[src/rtl/button_ce_conditioner_if.sv]
// Pin-side bundle of the button conditioner: raw pin in, clean enable/level/debug state out.
interface button_ce_conditioner_if;
   logic       raw_i;
   logic       ce_o;
   logic       level_o;
   logic [1:0] state_o;

   modport master (output raw_i, input ce_o, level_o, state_o);
   modport slave  (input raw_i, output ce_o, level_o, state_o);
endinterface

[src/rtl/button_ce_conditioner.sv]
// Synchronizes and debounces a raw button pin into single-cycle clock-enable pulses,
// with optional auto-repeat while the button is held.
//
// state        | meaning
// -------------+-----------------------------------------------------------
// IDLE         | released; waiting for synchronized input to go high
// PRESS_CHK    | input high; must stay high DEBOUNCE_CYCLES to accept press
// HELD         | press accepted; initial pulse, then repeat pulses if enabled
// RELEASE_CHK  | input low; must stay low DEBOUNCE_CYCLES to accept release
module button_ce_conditioner #(
   parameter int SYNC_STAGES     = 2,
   parameter int DEBOUNCE_CYCLES = 16,
   parameter int REPEAT_EN       = 1,
   parameter int HOLD_CYCLES     = 64,
   parameter int REPEAT_CYCLES   = 16
) (
   input  logic                      clk_i,
   input  logic                      reset_i,
   button_ce_conditioner_if.slave    bus
);

   localparam int MAX_A   = (DEBOUNCE_CYCLES > HOLD_CYCLES) ? DEBOUNCE_CYCLES : HOLD_CYCLES;
   localparam int MAX_CYC = (MAX_A > REPEAT_CYCLES) ? MAX_A : REPEAT_CYCLES;
   localparam int CNT_W   = ($clog2(MAX_CYC) < 1) ? 1 : $clog2(MAX_CYC);

   localparam logic [CNT_W-1:0] DEB_LOAD  = CNT_W'(DEBOUNCE_CYCLES - 1);
   localparam logic [CNT_W-1:0] HOLD_LOAD = CNT_W'(HOLD_CYCLES - 1);
   localparam logic [CNT_W-1:0] RPT_LOAD  = CNT_W'(REPEAT_CYCLES - 1);
   localparam logic [CNT_W-1:0] CNT_ONE   = CNT_W'(1);

   typedef enum logic [1:0] {
      IDLE        = 2'd0,
      PRESS_CHK   = 2'd1,
      HELD        = 2'd2,
      RELEASE_CHK = 2'd3
   } state_t;

   logic [SYNC_STAGES-1:0] sync_q;
   logic                   s;
   state_t                 state_q, state_nxt;
   logic [CNT_W-1:0]       tmr_q, tmr_d;
   logic                   ce_q, ce_d;
   logic                   level_q, level_d;

   always_ff @(posedge clk_i or posedge reset_i) begin
      if (reset_i) sync_q <= '0;
      else         sync_q <= {sync_q[SYNC_STAGES-2:0], bus.raw_i};
   end

   assign s = sync_q[SYNC_STAGES-1];

   // Outputs are registered alongside the state so nothing combinational reaches the pins.
   always_ff @(posedge clk_i or posedge reset_i) begin
      if (reset_i) begin
         state_q <= IDLE;
         tmr_q   <= '0;
         ce_q    <= 1'b0;
         level_q <= 1'b0;
      end else begin
         state_q <= state_nxt;
         tmr_q   <= tmr_d;
         ce_q    <= ce_d;
         level_q <= level_d;
      end
   end

   always_comb begin
      state_nxt = state_q;
      case (state_q)
         IDLE:        if (s) state_nxt = PRESS_CHK;
         PRESS_CHK:   if (!s) state_nxt = IDLE;
                      else if (tmr_q == '0) state_nxt = HELD;
         HELD:        if (!s) state_nxt = RELEASE_CHK;
         RELEASE_CHK: if (s) state_nxt = HELD;
                      else if (tmr_q == '0) state_nxt = IDLE;
         default:     state_nxt = IDLE;
      endcase
   end

   // One down-counter serves as debounce timer in the check states and repeat timer in HELD.
   always_comb begin
      tmr_d   = tmr_q;
      ce_d    = 1'b0;
      level_d = (state_nxt == HELD) || (state_nxt == RELEASE_CHK);
      case (state_q)
         IDLE: tmr_d = DEB_LOAD;
         PRESS_CHK: begin
            if (state_nxt == HELD) begin
               tmr_d = HOLD_LOAD;
               ce_d  = 1'b1;
            end else if (tmr_q != '0) begin
               tmr_d = tmr_q - CNT_ONE;
            end
         end
         HELD: begin
            if (state_nxt == RELEASE_CHK) begin
               tmr_d = DEB_LOAD;
            end else if (REPEAT_EN != 0) begin
               if (tmr_q == '0) begin
                  tmr_d = RPT_LOAD;
                  ce_d  = 1'b1;
               end else begin
                  tmr_d = tmr_q - CNT_ONE;
               end
            end
         end
         RELEASE_CHK: begin
            if (state_nxt == HELD)       tmr_d = RPT_LOAD;
            else if (state_nxt == IDLE)  tmr_d = DEB_LOAD;
            else if (tmr_q != '0)        tmr_d = tmr_q - CNT_ONE;
         end
         default: tmr_d = DEB_LOAD;
      endcase
   end

   assign bus.ce_o    = ce_q;
   assign bus.level_o = level_q;
   assign bus.state_o = state_q;

endmodule

[src/flat_wrapper.sv]
// flat-port wrapper written by rule: the top's interface ports become plain ports
module button_ce_conditioner_flat 
#(
   parameter int SYNC_STAGES     = 2,
   parameter int DEBOUNCE_CYCLES = 16,
   parameter int REPEAT_EN       = 1,
   parameter int HOLD_CYCLES     = 64,
   parameter int REPEAT_CYCLES   = 16
)
  (clk_i, reset_i, bus_raw_i, bus_ce_o, bus_level_o, bus_state_o);
  button_ce_conditioner_if bus_i ();
  input  logic clk_i;
  input  logic reset_i;
  input wire logic [$bits(bus_i.raw_i)-1:0] bus_raw_i;
  output wire logic [$bits(bus_i.ce_o)-1:0] bus_ce_o;
  output wire logic [$bits(bus_i.level_o)-1:0] bus_level_o;
  output wire logic [$bits(bus_i.state_o)-1:0] bus_state_o;
  assign bus_i.raw_i = bus_raw_i;
  assign bus_ce_o = bus_i.ce_o;
  assign bus_level_o = bus_i.level_o;
  assign bus_state_o = bus_i.state_o;
  button_ce_conditioner #(.SYNC_STAGES(SYNC_STAGES), .DEBOUNCE_CYCLES(DEBOUNCE_CYCLES), .REPEAT_EN(REPEAT_EN), .HOLD_CYCLES(HOLD_CYCLES), .REPEAT_CYCLES(REPEAT_CYCLES)) u_core (.clk_i(clk_i), .reset_i(reset_i), .bus(bus_i));
endmodule
[config.mk]
export PLATFORM = sky130hd
export DESIGN_NAME = button_ce_conditioner_flat
export DESIGN_NICKNAME = d
export VERILOG_FILES = /design/src/rtl/button_ce_conditioner_if.sv /design/src/rtl/button_ce_conditioner.sv /design/src/flat_wrapper.sv
export SDC_FILE = /design/constraint.sdc
export NUM_CORES = 1
export LEC_CHECK = 0
export CORE_MARGIN = 2
export CORE_UTILIZATION = 45
export DETAILED_ROUTE_END_ITERATION = 8
export PLACE_DENSITY = 0.68
export RECOVER_POWER = 100
export SETUP_SLACK_MARGIN = 0.5
export SYNTH_ARGS = -nofsm -noshare
export SYNTH_HDL_FRONTEND = slang
export SYNTH_SLANG_ARGS = --single-unit
[constraint.sdc]
create_clock -name clk_i -period 2.83 [get_ports clk_i]
set_clock_uncertainty 0.05 [all_clocks]
set_input_delay 0.566 -clock clk_i [delete_from_list [all_inputs] [get_ports clk_i]]
set_output_delay 0.566 -clock clk_i [all_outputs]
set_load 0.01 [all_outputs]
==> impl_metrics.yaml <==
placed_design:
  gp_congestion: 0.894
  dp_slack_ns: 0.467
  dpl-instance-area_um2: 976
  hpwl_um: 1520
  io_buffers: 6
  placed_cells: 123
final_layout:
  num-nets-final: 111
  diodes: 0
  final_area_um2: 1030
  final_util_pct: 52.8
  fin_cells: 127
  area_delta_synth_final_pct: 10.8
  layout-drive-gt1-share_pct: 16.0
  fill_cells: 186
routing:
  post-route-drc-count: 0
  routed_via_density: 6.27
  routedWlPerCell_um: 16.7
  vias: 796
  routed_wl_um: 2120
  drt-pass1-iter-count: 4
  drt_iter0_markers: 33
  drtAntennaViolNets: 0
pwr:
  pwr_density_cell_nw_per_um2: 794
  clkPwrFrac_pct: 13.1
  power_leakage_nw: 0.429
  p_int_mw: 0.447
  p_sw_mw: 0.368
  finalPower_mw: 0.815
  seqPwrFrac_pct: 31.8
  p_sw_share_pct: 45.2
  max-vdd-ir-drop_mv: 0.415
  combPwrFrac_pct: 55.2
critical_path:
  r2r-start: "u_core.bus.state_o[0]"
  endpoint_kind: "flip-flop"
  arrival_ns: 2.49
  r2r_cells: 6
  slowest_delay_ns: 0.51
  worstSetupPathType: "flip-flop to flip-flop"
  cp_max_fo: 12
  crit_buf_inv: 1
  crit_chain: "inv_1 > ha_1 > mux2i_1 > o221a_4 > o2111ai_1 > a221o_1"
  crit_family: "compound AO/OA/AOI/OAI gates"
  r2r-end: "u_core.tmr_q[3]"
  startpoint_type: "flip-flop"
  required_ns: 2.94
  critPathSlowestCell: "ha_1"
  reg2reg_slack_ns: 0.44
sta:
  fin_tns_setup_ns: 0
  fmax_ghz: 0.419
  relSlewSlack_pct: 65.8
  finalCriticalPeriod_ns: 2.39
  rsz0062_at_grt: "yes"
  finalWorstSetupSlack_ns: 0.445
  finalHoldViolations: 0
  worstMarginPinSlew_ns: 0.513
  holdWs_ns: 0.307
  slew_violations: 0
  fin_crit_sh_pct: 84.3
  setup_violations: 0
logic_synthesis:
  synth_edf_count: 0
  synth_common_cells: "12 x dfrtp_1, 9 x inv_1, 7 x a21oi_1, 6 x ha_1, 5 x nand2_1"
  synth_ff_type: "dfrtp_1"
  synth_largest_area_cell: "dfrtp_1"
  synthTopCellsByArea: "dfrtp_1 32%, ha_1 8.1%, a21oi_1 3.8%"
  synth_xor_area_share_pct: 0.946
  synth_adder_area_share_pct: 8.11
  synthCells: 96
  synthArstFlopShare_pct: 100
  synthMuxAreaShare_pct: 3.24
  yosysSeqAreaShare_pct: 32.4
  syn_area_um2: 926
  synthSimpleGateAreaFrac_pct: 15.4
  ys_types: 46
  syn_area_per_cell_um2: 9.64
  yosys_warnings: 0
  synth-compound-area-share_pct: 30.1
  synth_seq_cells: 12
  synth_nets: 105
  yosys.area.top_type_share_pct: 32.4
  yosysMostFrequentCell: "dfrtp_1"
  synth_top_family_by_area: "compound AO/OA/AOI/OAI gates"
min_path:
  hp-class: "flip-flop to flip-flop"
  hold_path.startpoint: "u_core.sync_q[0]"
  whs_path_depth: 0
  hold_end: "u_core.sync_q[1]"
grt:
  grt_use_total_pct: 19.2
  grt_max_degree: 13
  grt_pass1_vias: 751
  grt_pass1_wl_um: 3550
  grt_antenna_before_repair: 0
  overflow: 0
clock_network:
  cts_buffers: 3
  cts_tree: "done"
  cts.clk_slew.worst_paths_ns: 0.08
  cts.path.max_buffers: 2
  root_buffer: "clkbuf_4"
  postCtsHoldBufs: 0
  clock_latency_ns: 0.28
  htreeDepth: 1
  cts.sinks: 12
die:
  core_region_area_um2: 1940
  start_util_pct: 47.7
  die_w_um: 49.4
  die_area_um2: 2440
  ios: 7
  die_y_um: 49.4
  fp-row-count: 16
run:
  maxCapViolations: 0
run_status:
  status: "complete, no violations"
[sequential cells by signal, summed over array words and instances, names as in the netlist]
name                flops
u_core.sync_q           2
u_core.bus.ce_o         1
u_core.bus.level_o      1
u_core.tmr_q            6
u_core.bus.state_o      2
[cell families after synthesis]
family                   Yosys count
AO/OA/AOI/OAI                     35
adder cells (fa/ha/maj)            6
multiplexers                       3
XOR/XNOR                           1
AND/OR/NAND/NOR                   22
flip-flops                        12
buffers and inverters             17
[power groups by stage]
stage                     combinational (mW)  clock (mW)  sequential (mW)
after floorplan                        0.342           0            0.250
final                                  0.450       0.107            0.259
after detailed placement               0.420           0            0.260
after global routing                   0.497       0.117            0.266
after global placement                 0.418           0            0.258
after CTS                              0.429       0.108            0.258
[layout by cell type, fill, tap and decap left out, types with 2 or more instances in the layout]
cell	instances
mux2i_1	3
nor2_1	4
a31oi_1	2
o2111ai_1	2
ha_1	3
o21ai_0	3
clkbuf_4	3
inv_1	9
dfrtp_1	12
a221oi_1	2
dlygate4sd3_1	6
ha_2	2
a21o_1	2
o21ai_1	2
nand2_1	5
a21oi_1	7
nor3b_1	2
[metal layers]
| metal | wire length, µm | global-route usage [%] | up-vias |
|---|---|---|---|
| li1 | - | - | 367 |
| met1 | 909 | 24.6 | 388 |
| met2 | 1010 | 31.5 | 34 |
| met3 | 146 | 3.37 | 7 |
| met4 | 51 | 8.57 | 0 |
| met5 | 0 | 0 | - |
[cell type report]
type                       instances  area, µm²  area share [%]
sequential                        12        300            29.3
clock buffer                       3       22.5            2.20
timing repair buffer               7       67.6            6.59
inverter                          11       46.3            4.51
multi-input combinational         67        556            54.1
tap                               27       33.8            3.29
[what timing repair did]
item | CTS | global route
cloned | 0 | 0
setup endpoints to repair | 2 | 6
buffers inserted | 0 | 1
gates resized for setup | 1 | 6
hold endpoints to repair | 0 | 0
pin swaps | 0 | 0
[worst max path at each step]
stage                          startpoint         endpoint  slack, ns  cells past startpoint
finish              u_core.bus.state_o[0]  u_core.tmr_q[3]       0.44                      6
global route        u_core.bus.state_o[0]  u_core.tmr_q[3]       0.30                      6
CTS                       u_core.tmr_q[0]  u_core.tmr_q[0]       0.51                      9
detailed placement  u_core.bus.state_o[0]  u_core.tmr_q[1]       0.47                      8
global placement    u_core.bus.state_o[0]  u_core.tmr_q[1]       0.49                      8
floorplan           u_core.bus.state_o[0]  u_core.tmr_q[1]       0.80                      9
Note: power is estimated with default switching activity, not from simulation.
